==> src/rtl/or_fifo_regif.sv <==
// ----------------------------------------------------------------------------
// or_fifo_regif
//   Register-mapped 1-bit OR engine. The host pushes operand bits into FIFO A
//   and FIFO B via the write port. Whenever both operand FIFOs hold data and
//   the result FIFO has room (all judged at cycle start), one operand pair is
//   consumed and A|B is queued in FIFO Y. Status and results are read back
//   through the read port.
//
// Ports:
//   CLK            in   clock, rising edge
//   RST_N          in   asynchronous active-low reset
//   write_address  in   [2:0] write register select (4 -> A, 5 -> B)
//   write_data     in   operand bit
//   write_en       in   write strobe
//   write_rdy      out  write port ready (high whenever out of reset)
//   read_address   in   [2:0] read register select
//   read_en        in   read strobe (pop Y at address 3)
//   read_data      out  combinational read data
//   read_rdy       out  read port ready (high whenever out of reset)
//
// Read map: 0 A not full, 1 B not full, 2 Y not empty, 3 head of Y (0 if
// empty), 6 overflow flag, 7 underflow flag, others 0.
//
// Optional feature macro: OR_FIFO_ERR_FLAGS_EN
//   Defined   -> sticky overflow (addr 6) / underflow (addr 7) flags, cleared
//                by a read_en at their address; a set event wins over clear.
//   Undefined -> addresses 6 and 7 read 0 and no flag logic is built.
// ----------------------------------------------------------------------------

// Small 1-bit-wide FIFO. A push into a FIFO that is full at cycle start is
// dropped even if a pop happens in the same cycle.
module or_fifo_regif_fifo #(
  parameter int unsigned DEPTH = 2
) (
  input  logic clk_i,
  input  logic rst_ni,
  input  logic push_i,
  input  logic data_i,
  input  logic pop_i,
  output logic full_o,
  output logic empty_o,
  output logic head_o
);

  localparam int unsigned PW = (DEPTH > 1) ? $clog2(DEPTH) : 1;
  localparam int unsigned CW = $clog2(DEPTH + 1);

  logic [DEPTH-1:0] mem_q,    mem_d;
  logic [PW-1:0]    wr_ptr_q, wr_ptr_d;
  logic [PW-1:0]    rd_ptr_q, rd_ptr_d;
  logic [CW-1:0]    count_q,  count_d;
  logic             do_push_s;
  logic             do_pop_s;

  // Pointers wrap modulo DEPTH, which need not be a power of two.
  function automatic logic [PW-1:0] ptr_next(input logic [PW-1:0] ptr);
    logic [PW-1:0] nxt;
    if (ptr == PW'(DEPTH - 1)) begin
      nxt = '0;
    end else begin
      nxt = ptr + PW'(1);
    end
    return nxt;
  endfunction

  assign full_o    = (count_q == CW'(DEPTH));
  assign empty_o   = (count_q == CW'(0));
  assign head_o    = mem_q[rd_ptr_q];
  assign do_push_s = push_i & ~full_o;
  assign do_pop_s  = pop_i & ~empty_o;

  // Next-state for storage, pointers and occupancy count.
  always_comb begin
    mem_d    = mem_q;
    wr_ptr_d = wr_ptr_q;
    rd_ptr_d = rd_ptr_q;
    count_d  = count_q;
    if (do_push_s) begin
      mem_d[wr_ptr_q] = data_i;
      wr_ptr_d        = ptr_next(wr_ptr_q);
    end else begin
      wr_ptr_d = wr_ptr_q;
    end
    if (do_pop_s) begin
      rd_ptr_d = ptr_next(rd_ptr_q);
    end else begin
      rd_ptr_d = rd_ptr_q;
    end
    case ({do_push_s, do_pop_s})
      2'b10:   count_d = count_q + CW'(1);
      2'b01:   count_d = count_q - CW'(1);
      default: count_d = count_q;
    endcase
  end

  // FIFO state registers.
  always_ff @(posedge clk_i or negedge rst_ni) begin
    if (!rst_ni) begin
      mem_q    <= '0;
      wr_ptr_q <= '0;
      rd_ptr_q <= '0;
      count_q  <= '0;
    end else begin
      mem_q    <= mem_d;
      wr_ptr_q <= wr_ptr_d;
      rd_ptr_q <= rd_ptr_d;
      count_q  <= count_d;
    end
  end

endmodule

module or_fifo_regif #(
  parameter int unsigned A_DEPTH = 2,
  parameter int unsigned B_DEPTH = 1,
  parameter int unsigned Y_DEPTH = 2
) (
  input  logic       CLK,
  input  logic       RST_N,
  input  logic [2:0] write_address,
  input  logic       write_data,
  input  logic       write_en,
  output logic       write_rdy,
  input  logic [2:0] read_address,
  input  logic       read_en,
  output logic       read_data,
  output logic       read_rdy
);

  logic a_full_s,  a_empty_s, a_head_s;
  logic b_full_s,  b_empty_s, b_head_s;
  logic y_full_s,  y_empty_s, y_head_s;
  logic wr_ok_s,   rd_ok_s;
  logic push_a_req_s, push_b_req_s;
  logic xfer_s;
  logic y_pop_s;
  logic rd_mux_s;

  // The ports are ready exactly when the block is out of reset.
  assign write_rdy = RST_N;
  assign read_rdy  = RST_N;
  assign wr_ok_s   = write_en & RST_N;
  assign rd_ok_s   = read_en & RST_N;

  assign push_a_req_s = wr_ok_s & (write_address == 3'd4);
  assign push_b_req_s = wr_ok_s & (write_address == 3'd5);

  // One transfer per cycle, judged on the occupancy at cycle start; a host
  // pop of Y in the same cycle does not make room for it.
  assign xfer_s  = ~a_empty_s & ~b_empty_s & ~y_full_s;
  assign y_pop_s = rd_ok_s & (read_address == 3'd3) & ~y_empty_s;

  or_fifo_regif_fifo #(.DEPTH(A_DEPTH)) u_fifo_a (
    .clk_i   (CLK),
    .rst_ni  (RST_N),
    .push_i  (push_a_req_s),
    .data_i  (write_data),
    .pop_i   (xfer_s),
    .full_o  (a_full_s),
    .empty_o (a_empty_s),
    .head_o  (a_head_s)
  );

  or_fifo_regif_fifo #(.DEPTH(B_DEPTH)) u_fifo_b (
    .clk_i   (CLK),
    .rst_ni  (RST_N),
    .push_i  (push_b_req_s),
    .data_i  (write_data),
    .pop_i   (xfer_s),
    .full_o  (b_full_s),
    .empty_o (b_empty_s),
    .head_o  (b_head_s)
  );

  or_fifo_regif_fifo #(.DEPTH(Y_DEPTH)) u_fifo_y (
    .clk_i   (CLK),
    .rst_ni  (RST_N),
    .push_i  (xfer_s),
    .data_i  (a_head_s | b_head_s),
    .pop_i   (y_pop_s),
    .full_o  (y_full_s),
    .empty_o (y_empty_s),
    .head_o  (y_head_s)
  );

`ifdef OR_FIFO_ERR_FLAGS_EN
  logic ovf_q, ovf_d;
  logic udf_q, udf_d;
  logic ovf_set_s, udf_set_s;

  assign ovf_set_s = (push_a_req_s & a_full_s) | (push_b_req_s & b_full_s);
  assign udf_set_s = rd_ok_s & (read_address == 3'd3) & y_empty_s;

  // Sticky error flags: a set event in the same cycle beats a clearing read.
  always_comb begin
    ovf_d = ovf_q;
    udf_d = udf_q;
    if (ovf_set_s) begin
      ovf_d = 1'b1;
    end else if (rd_ok_s && (read_address == 3'd6)) begin
      ovf_d = 1'b0;
    end else begin
      ovf_d = ovf_q;
    end
    if (udf_set_s) begin
      udf_d = 1'b1;
    end else if (rd_ok_s && (read_address == 3'd7)) begin
      udf_d = 1'b0;
    end else begin
      udf_d = udf_q;
    end
  end

  // Error flag registers.
  always_ff @(posedge CLK or negedge RST_N) begin
    if (!RST_N) begin
      ovf_q <= 1'b0;
      udf_q <= 1'b0;
    end else begin
      ovf_q <= ovf_d;
      udf_q <= udf_d;
    end
  end
`endif

  // Read data mux; status reads have no side effects.
  always_comb begin
    rd_mux_s = 1'b0;
    case (read_address)
      3'd0: rd_mux_s = ~a_full_s;
      3'd1: rd_mux_s = ~b_full_s;
      3'd2: rd_mux_s = ~y_empty_s;
      3'd3: begin
        if (y_empty_s) begin
          rd_mux_s = 1'b0;
        end else begin
          rd_mux_s = y_head_s;
        end
      end
`ifdef OR_FIFO_ERR_FLAGS_EN
      3'd6: rd_mux_s = ovf_q;
      3'd7: rd_mux_s = udf_q;
`endif
      default: rd_mux_s = 1'b0;
    endcase
  end

  // Read data is forced low while reset is asserted.
  assign read_data = RST_N & rd_mux_s;

endmodule

==> config.mk <==
export PLATFORM = sky130hd
export DESIGN_NAME = or_fifo_regif
export DESIGN_NICKNAME = d
export VERILOG_FILES = /design/src/rtl/or_fifo_regif.sv
export SDC_FILE = /design/constraint.sdc
export NUM_CORES = 1
export LEC_CHECK = 0
export ABC_CLOCK_PERIOD_IN_PS = 2200
export BUFFER_PORTS_ARGS = -buffer_cell sky130_fd_sc_hd__buf_2
export CAP_MARGIN = 20
export CORE_AREA = 2 2 40 78
export CTS_CLUSTER_SIZE = 25
export DETAILED_ROUTE_END_ITERATION = 6
export DIE_AREA = 0 0 42 80
export PLACE_DENSITY = 0.5
export SYNTH_ARGS = -nofsm -noshare
export SYNTH_HDL_FRONTEND = slang
export SYNTH_SLANG_ARGS = --single-unit
export TNS_END_PERCENT = 50
==> constraint.sdc <==
create_clock -name CLK -period 2.2 [get_ports CLK]
set_input_delay 0.22 -clock CLK [delete_from_list [all_inputs] [get_ports CLK]]
set_output_delay 0.22 -clock CLK [all_outputs]
set_load 0.05 [all_outputs]
==> impl_metrics.prom <==
# TYPE chip_impl_metric gauge
chip_impl_metric{name="groute.usage.overall",unit=""} 0.104
chip_impl_info{name="synthFlopType",value="sky130_fd_sc_hd__dfrtp_1"} 1
chip_impl_metric{name="dp_hpwl",unit="um"} 1230
chip_impl_metric{name="fillCellCount",unit=""} 291
chip_impl_metric{name="critPathMaxStageDelay",unit="ps"} 430
chip_impl_metric{name="post-route-period-util",unit=""} 0.806
chip_impl_metric{name="cts.sinks",unit=""} 14
chip_impl_metric{name="netlist-cell-type-count",unit=""} 25
chip_impl_metric{name="worst_clock_skew",unit="ps"} 2.94
chip_impl_info{name="hold_wc_path_type",value="input port to async pin"} 1
chip_impl_metric{name="postRouteAntennaNets",unit=""} 0
chip_impl_metric{name="cp.arrival",unit="ps"} 1550
chip_impl_metric{name="route.detailed.wl_per_inst",unit="um"} 14.4
chip_impl_metric{name="cellPowerDensity",unit="mW/mm^2"} 1230
chip_impl_metric{name="clock.fmax",unit="MHz"} 564
chip_impl_metric{name="cts_max_level",unit=""} 1
chip_impl_info{name="critical_path_class",value="flop to output pin"} 1
chip_impl_metric{name="place.gp.congestion",unit=""} 0.695
chip_impl_metric{name="synthesis.area",unit="sq um"} 738
chip_impl_metric{name="vias",unit=""} 505
chip_impl_info{name="timing.critical_path.to_type",value="output pin"} 1
chip_impl_metric{name="pre_cts_ws",unit="ps"} 558
chip_impl_metric{name="clk_transition_reported_paths",unit="ps"} 60
chip_impl_metric{name="relSlewSlack",unit=""} 0.741
chip_impl_metric{name="required",unit="ps"} 1980
chip_impl_info{name="cp_cell_sequence",value="nor2b_1, mux2i_1, a22o_1, buf_2"} 1
chip_impl_metric{name="crit_fanout",unit=""} 4
chip_impl_metric{name="post_cts_hold_buffer_count",unit=""} 0
chip_impl_metric{name="final_worst_path_period_need",unit="ps"} 1770
chip_impl_metric{name="finalWorstSetupSlack",unit="ps"} 426
chip_impl_metric{name="die_area",unit="sq mm"} 0.00336
chip_impl_metric{name="peakVddDrop",unit="mV"} 0.595
chip_impl_metric{name="largest_net_degree_at_the_start_of_global_routing",unit=""} 17
chip_impl_info{name="cpMaxStageDelayCell",value="sky130_fd_sc_hd__dfrtp_1"} 1
chip_impl_metric{name="setup_viol_count_final",unit=""} 0
chip_impl_metric{name="place.port_buffers",unit=""} 13
chip_impl_metric{name="transition_time_of_the_tightest_slew_check_pin",unit="ps"} 388
chip_impl_metric{name="maxSlewViolCount",unit=""} 0
chip_impl_metric{name="antenna_found_initial",unit=""} 0
chip_impl_metric{name="finalSetupTns",unit="ps"} 0
chip_impl_metric{name="global_route_wire_length_before_repair",unit="um"} 2550
chip_impl_info{name="outcome",value="finished clean"} 1
chip_impl_metric{name="synth_async_sr_flop_share",unit=""} 1.00
chip_impl_info{name="busiest_layer_in_global_routing",value="met2"} 1
chip_impl_metric{name="worst_skew_pair.late_latency",unit="ps"} 240
chip_impl_metric{name="grt_util_met3",unit=""} 0.0136
chip_impl_metric{name="pin_count",unit=""} 14
chip_impl_metric{name="finish.cell_count_without_fillers",unit=""} 103
chip_impl_metric{name="global_route.usage.met1",unit=""} 0.0940
chip_impl_metric{name="count_of_state_elements_after_synthesis",unit=""} 14
chip_impl_metric{name="grt_pass1_vias",unit=""} 569
chip_impl_metric{name="placement_rows",unit=""} 27
chip_impl_metric{name="post_synthesis_average_cell_area",unit="sq um"} 12.3
chip_impl_metric{name="core",unit="sq mm"} 0.00274
chip_impl_metric{name="drv.max_cap_violation_count",unit=""} 0
chip_impl_metric{name="final_wl",unit="um"} 1490
chip_impl_metric{name="nets",unit=""} 89
chip_impl_metric{name="static-leakage-power",unit="nW"} 0.397
chip_impl_metric{name="remaining_drc_errors",unit=""} 0
chip_impl_metric{name="cts_buffers",unit=""} 3
chip_impl_metric{name="synth_edf_count",unit=""} 0
chip_impl_metric{name="start_util",unit=""} 0.270
chip_impl_metric{name="post-cts-setup-buffers",unit=""} 0
chip_impl_metric{name="die_h",unit="um"} 80
chip_impl_metric{name="finalHoldViolations",unit=""} 0
chip_impl_metric{name="ctsLongestPathBuffers",unit=""} 2
chip_impl_metric{name="synth-seq-area-share",unit=""} 0.475
chip_impl_info{name="grt_setup_unrepaired",value="false"} 1
chip_impl_metric{name="synth-warning-count",unit=""} 0
chip_impl_metric{name="initialDrtViolationCount",unit=""} 3
chip_impl_metric{name="syn_to_final_growth",unit="%"} 17.6
chip_impl_metric{name="met2_usage",unit=""} 0.205
chip_impl_metric{name="cts-resized-gates",unit=""} 0
chip_impl_info{name="clock-root-buffer",value="sky130_fd_sc_hd__clkbuf_8"} 1
chip_impl_metric{name="drive_gt1_frac",unit=""} 0.351
chip_impl_metric{name="post_drt_via_cell_ratio",unit=""} 4.90
chip_impl_info{name="start_kind",value="flop"} 1
chip_impl_metric{name="gr-total-overflow",unit=""} 0
chip_impl_metric{name="syn_nets",unit=""} 73
chip_impl_metric{name="chipWidth",unit="um"} 42
chip_impl_metric{name="antenna_cells",unit=""} 0
chip_impl_metric{name="place_inst",unit=""} 100
chip_impl_info{name="cts_tree",value="yes"} 1
chip_impl_metric{name="syn-instance-count",unit=""} 60
chip_impl_metric{name="drt_pass1_iterations",unit=""} 2
layout by cell type, fill, tap and decap left out:
master,n
sky130_fd_sc_hd__dfrtp_1,14
sky130_fd_sc_hd__buf_2,13
sky130_fd_sc_hd__xnor2_1,7
sky130_fd_sc_hd__mux2_2,5
sky130_fd_sc_hd__nor2b_1,3
sky130_fd_sc_hd__nor2_1,3
sky130_fd_sc_hd__nor3b_1,3
sky130_fd_sc_hd__xor2_1,3
sky130_fd_sc_hd__clkbuf_8,3
sky130_fd_sc_hd__nor4b_2,2
sky130_fd_sc_hd__mux2i_1,2
sky130_fd_sc_hd__ha_1,2
sky130_fd_sc_hd__nand4b_2,1
sky130_fd_sc_hd__or3_4,1
sky130_fd_sc_hd__nand3_1,1
sky130_fd_sc_hd__o21ai_1,1
sky130_fd_sc_hd__or2_1,1
sky130_fd_sc_hd__inv_1,1
sky130_fd_sc_hd__nand2_1,1
sky130_fd_sc_hd__nor4bb_1,1
sky130_fd_sc_hd__a22o_1,1
sky130_fd_sc_hd__a211o_1,1
sky130_fd_sc_hd__a21o_1,1
sky130_fd_sc_hd__nor4_1,1
sky130_fd_sc_hd__nor3_1,1
sky130_fd_sc_hd__buf_4,1
cells by family after synthesis:
group / Yosys count / share of synthesized area
and+or+nand+nor: 19 / 0.197
DFF: 14 / 0.475
xor gates and xnor gates: 10 / 0.119
muxes: 7 / 0.103
AOI/OAI and AO/OA: 4 / 0.0407
buffers and inverters: 4 / 0.0322
adders and majority gates: 2 / 0.0339
per-stage QoR:
stage	hold slack, ps	power, mW	utilization	area [sq um]
6_report	1.39	1.07	0.317	868
5_1_grt	27.8	1.15	0.317	868
4_1_cts	14.1	1.09	0.317	868
3_5_place_dp	276	0.877	0.302	827
3_3_place_gp	270	0.860	0.302	827
2_1_floorplan	-75.6	0.773	-	738
layout make-up:
class	instances	area, sq um	share of cell area
multi-input combinational	42	364	0.419
sequential	14	350	0.403
timing repair buffer	14	72.6	0.0836
clock buffer	3	41.3	0.0476
tap	29	36.3	0.0418
inverter	1	3.75	0.00432
layer usage:
| layer | up-vias | part of all wire |
|---|---|---|
| met5 | - | 0 |
| met4 | 0 | 0.029 |
| met3 | 5 | 0.017 |
| met2 | 9 | 0.61 |
| met1 | 252 | 0.34 |
| li1 | 239 | - |
cell usage after synthesis, types with 2 or more instances:
| cell | number | area (sq um) |
|---|---|---|
| sky130_fd_sc_hd__buf_4 | 2 | 15.0 |
| sky130_fd_sc_hd__dfrtp_1 | 14 | 350 |
| sky130_fd_sc_hd__ha_1 | 2 | 25.0 |
| sky130_fd_sc_hd__mux2_2 | 5 | 56.3 |
| sky130_fd_sc_hd__mux2i_1 | 2 | 20.0 |
| sky130_fd_sc_hd__nor2_1 | 3 | 11.3 |
| sky130_fd_sc_hd__nor2b_1 | 3 | 18.8 |
| sky130_fd_sc_hd__nor3b_1 | 3 | 22.5 |
| sky130_fd_sc_hd__nor4b_2 | 2 | 30.0 |
| sky130_fd_sc_hd__xnor2_1 | 7 | 61.3 |
| sky130_fd_sc_hd__xor2_1 | 3 | 26.3 |
state kept, by name, indices dropped and copies added (netlist names):
signal,count
u_fifo_y.mem_q,2
u_fifo_y.rd_ptr_q,1
u_fifo_a.mem_q,2
u_fifo_y.wr_ptr_q,1
u_fifo_b.full_o,1
u_fifo_b.mem_q,1
u_fifo_a.count_q,2
u_fifo_a.rd_ptr_q,1
u_fifo_y.count_q,2
u_fifo_a.wr_ptr_q,1
power breakdown:
part | internal (mW) | switching [mW]
clock network | 0.121 | 0.0866
registers | 0.385 | 0.109
logic | 0.198 | 0.172
critical path, delay by kind of cell, from the launching register on:
family	cells	cell delay [ps]
flip-flops	1	430
AND/OR/NAND/NOR	1	340
AO/OA/AOI/OAI	1	210
buffers and inverters	1	200
multiplexers	1	130
path summary, 6_finish.rpt:
kind	from	endpoint	slack, ps	cells past startpoint
setup / recovery	u_fifo_a.count_q[0]	read_data	430	4
hold / removal	RST_N	u_fifo_y.wr_ptr_q	1	2
setup reg to reg	u_fifo_a.count_q[0]	u_fifo_a.count_q[1]	560	6
max in group asynchronous	RST_N	u_fifo_a.mem_q[1]	2020	2
hold reg to reg	u_fifo_a.count_q[1]	u_fifo_a.count_q[1]	490	1
min in group CLK	write_data	u_fifo_a.mem_q[1]	240	2
Power figures use the tool's default switching activity.
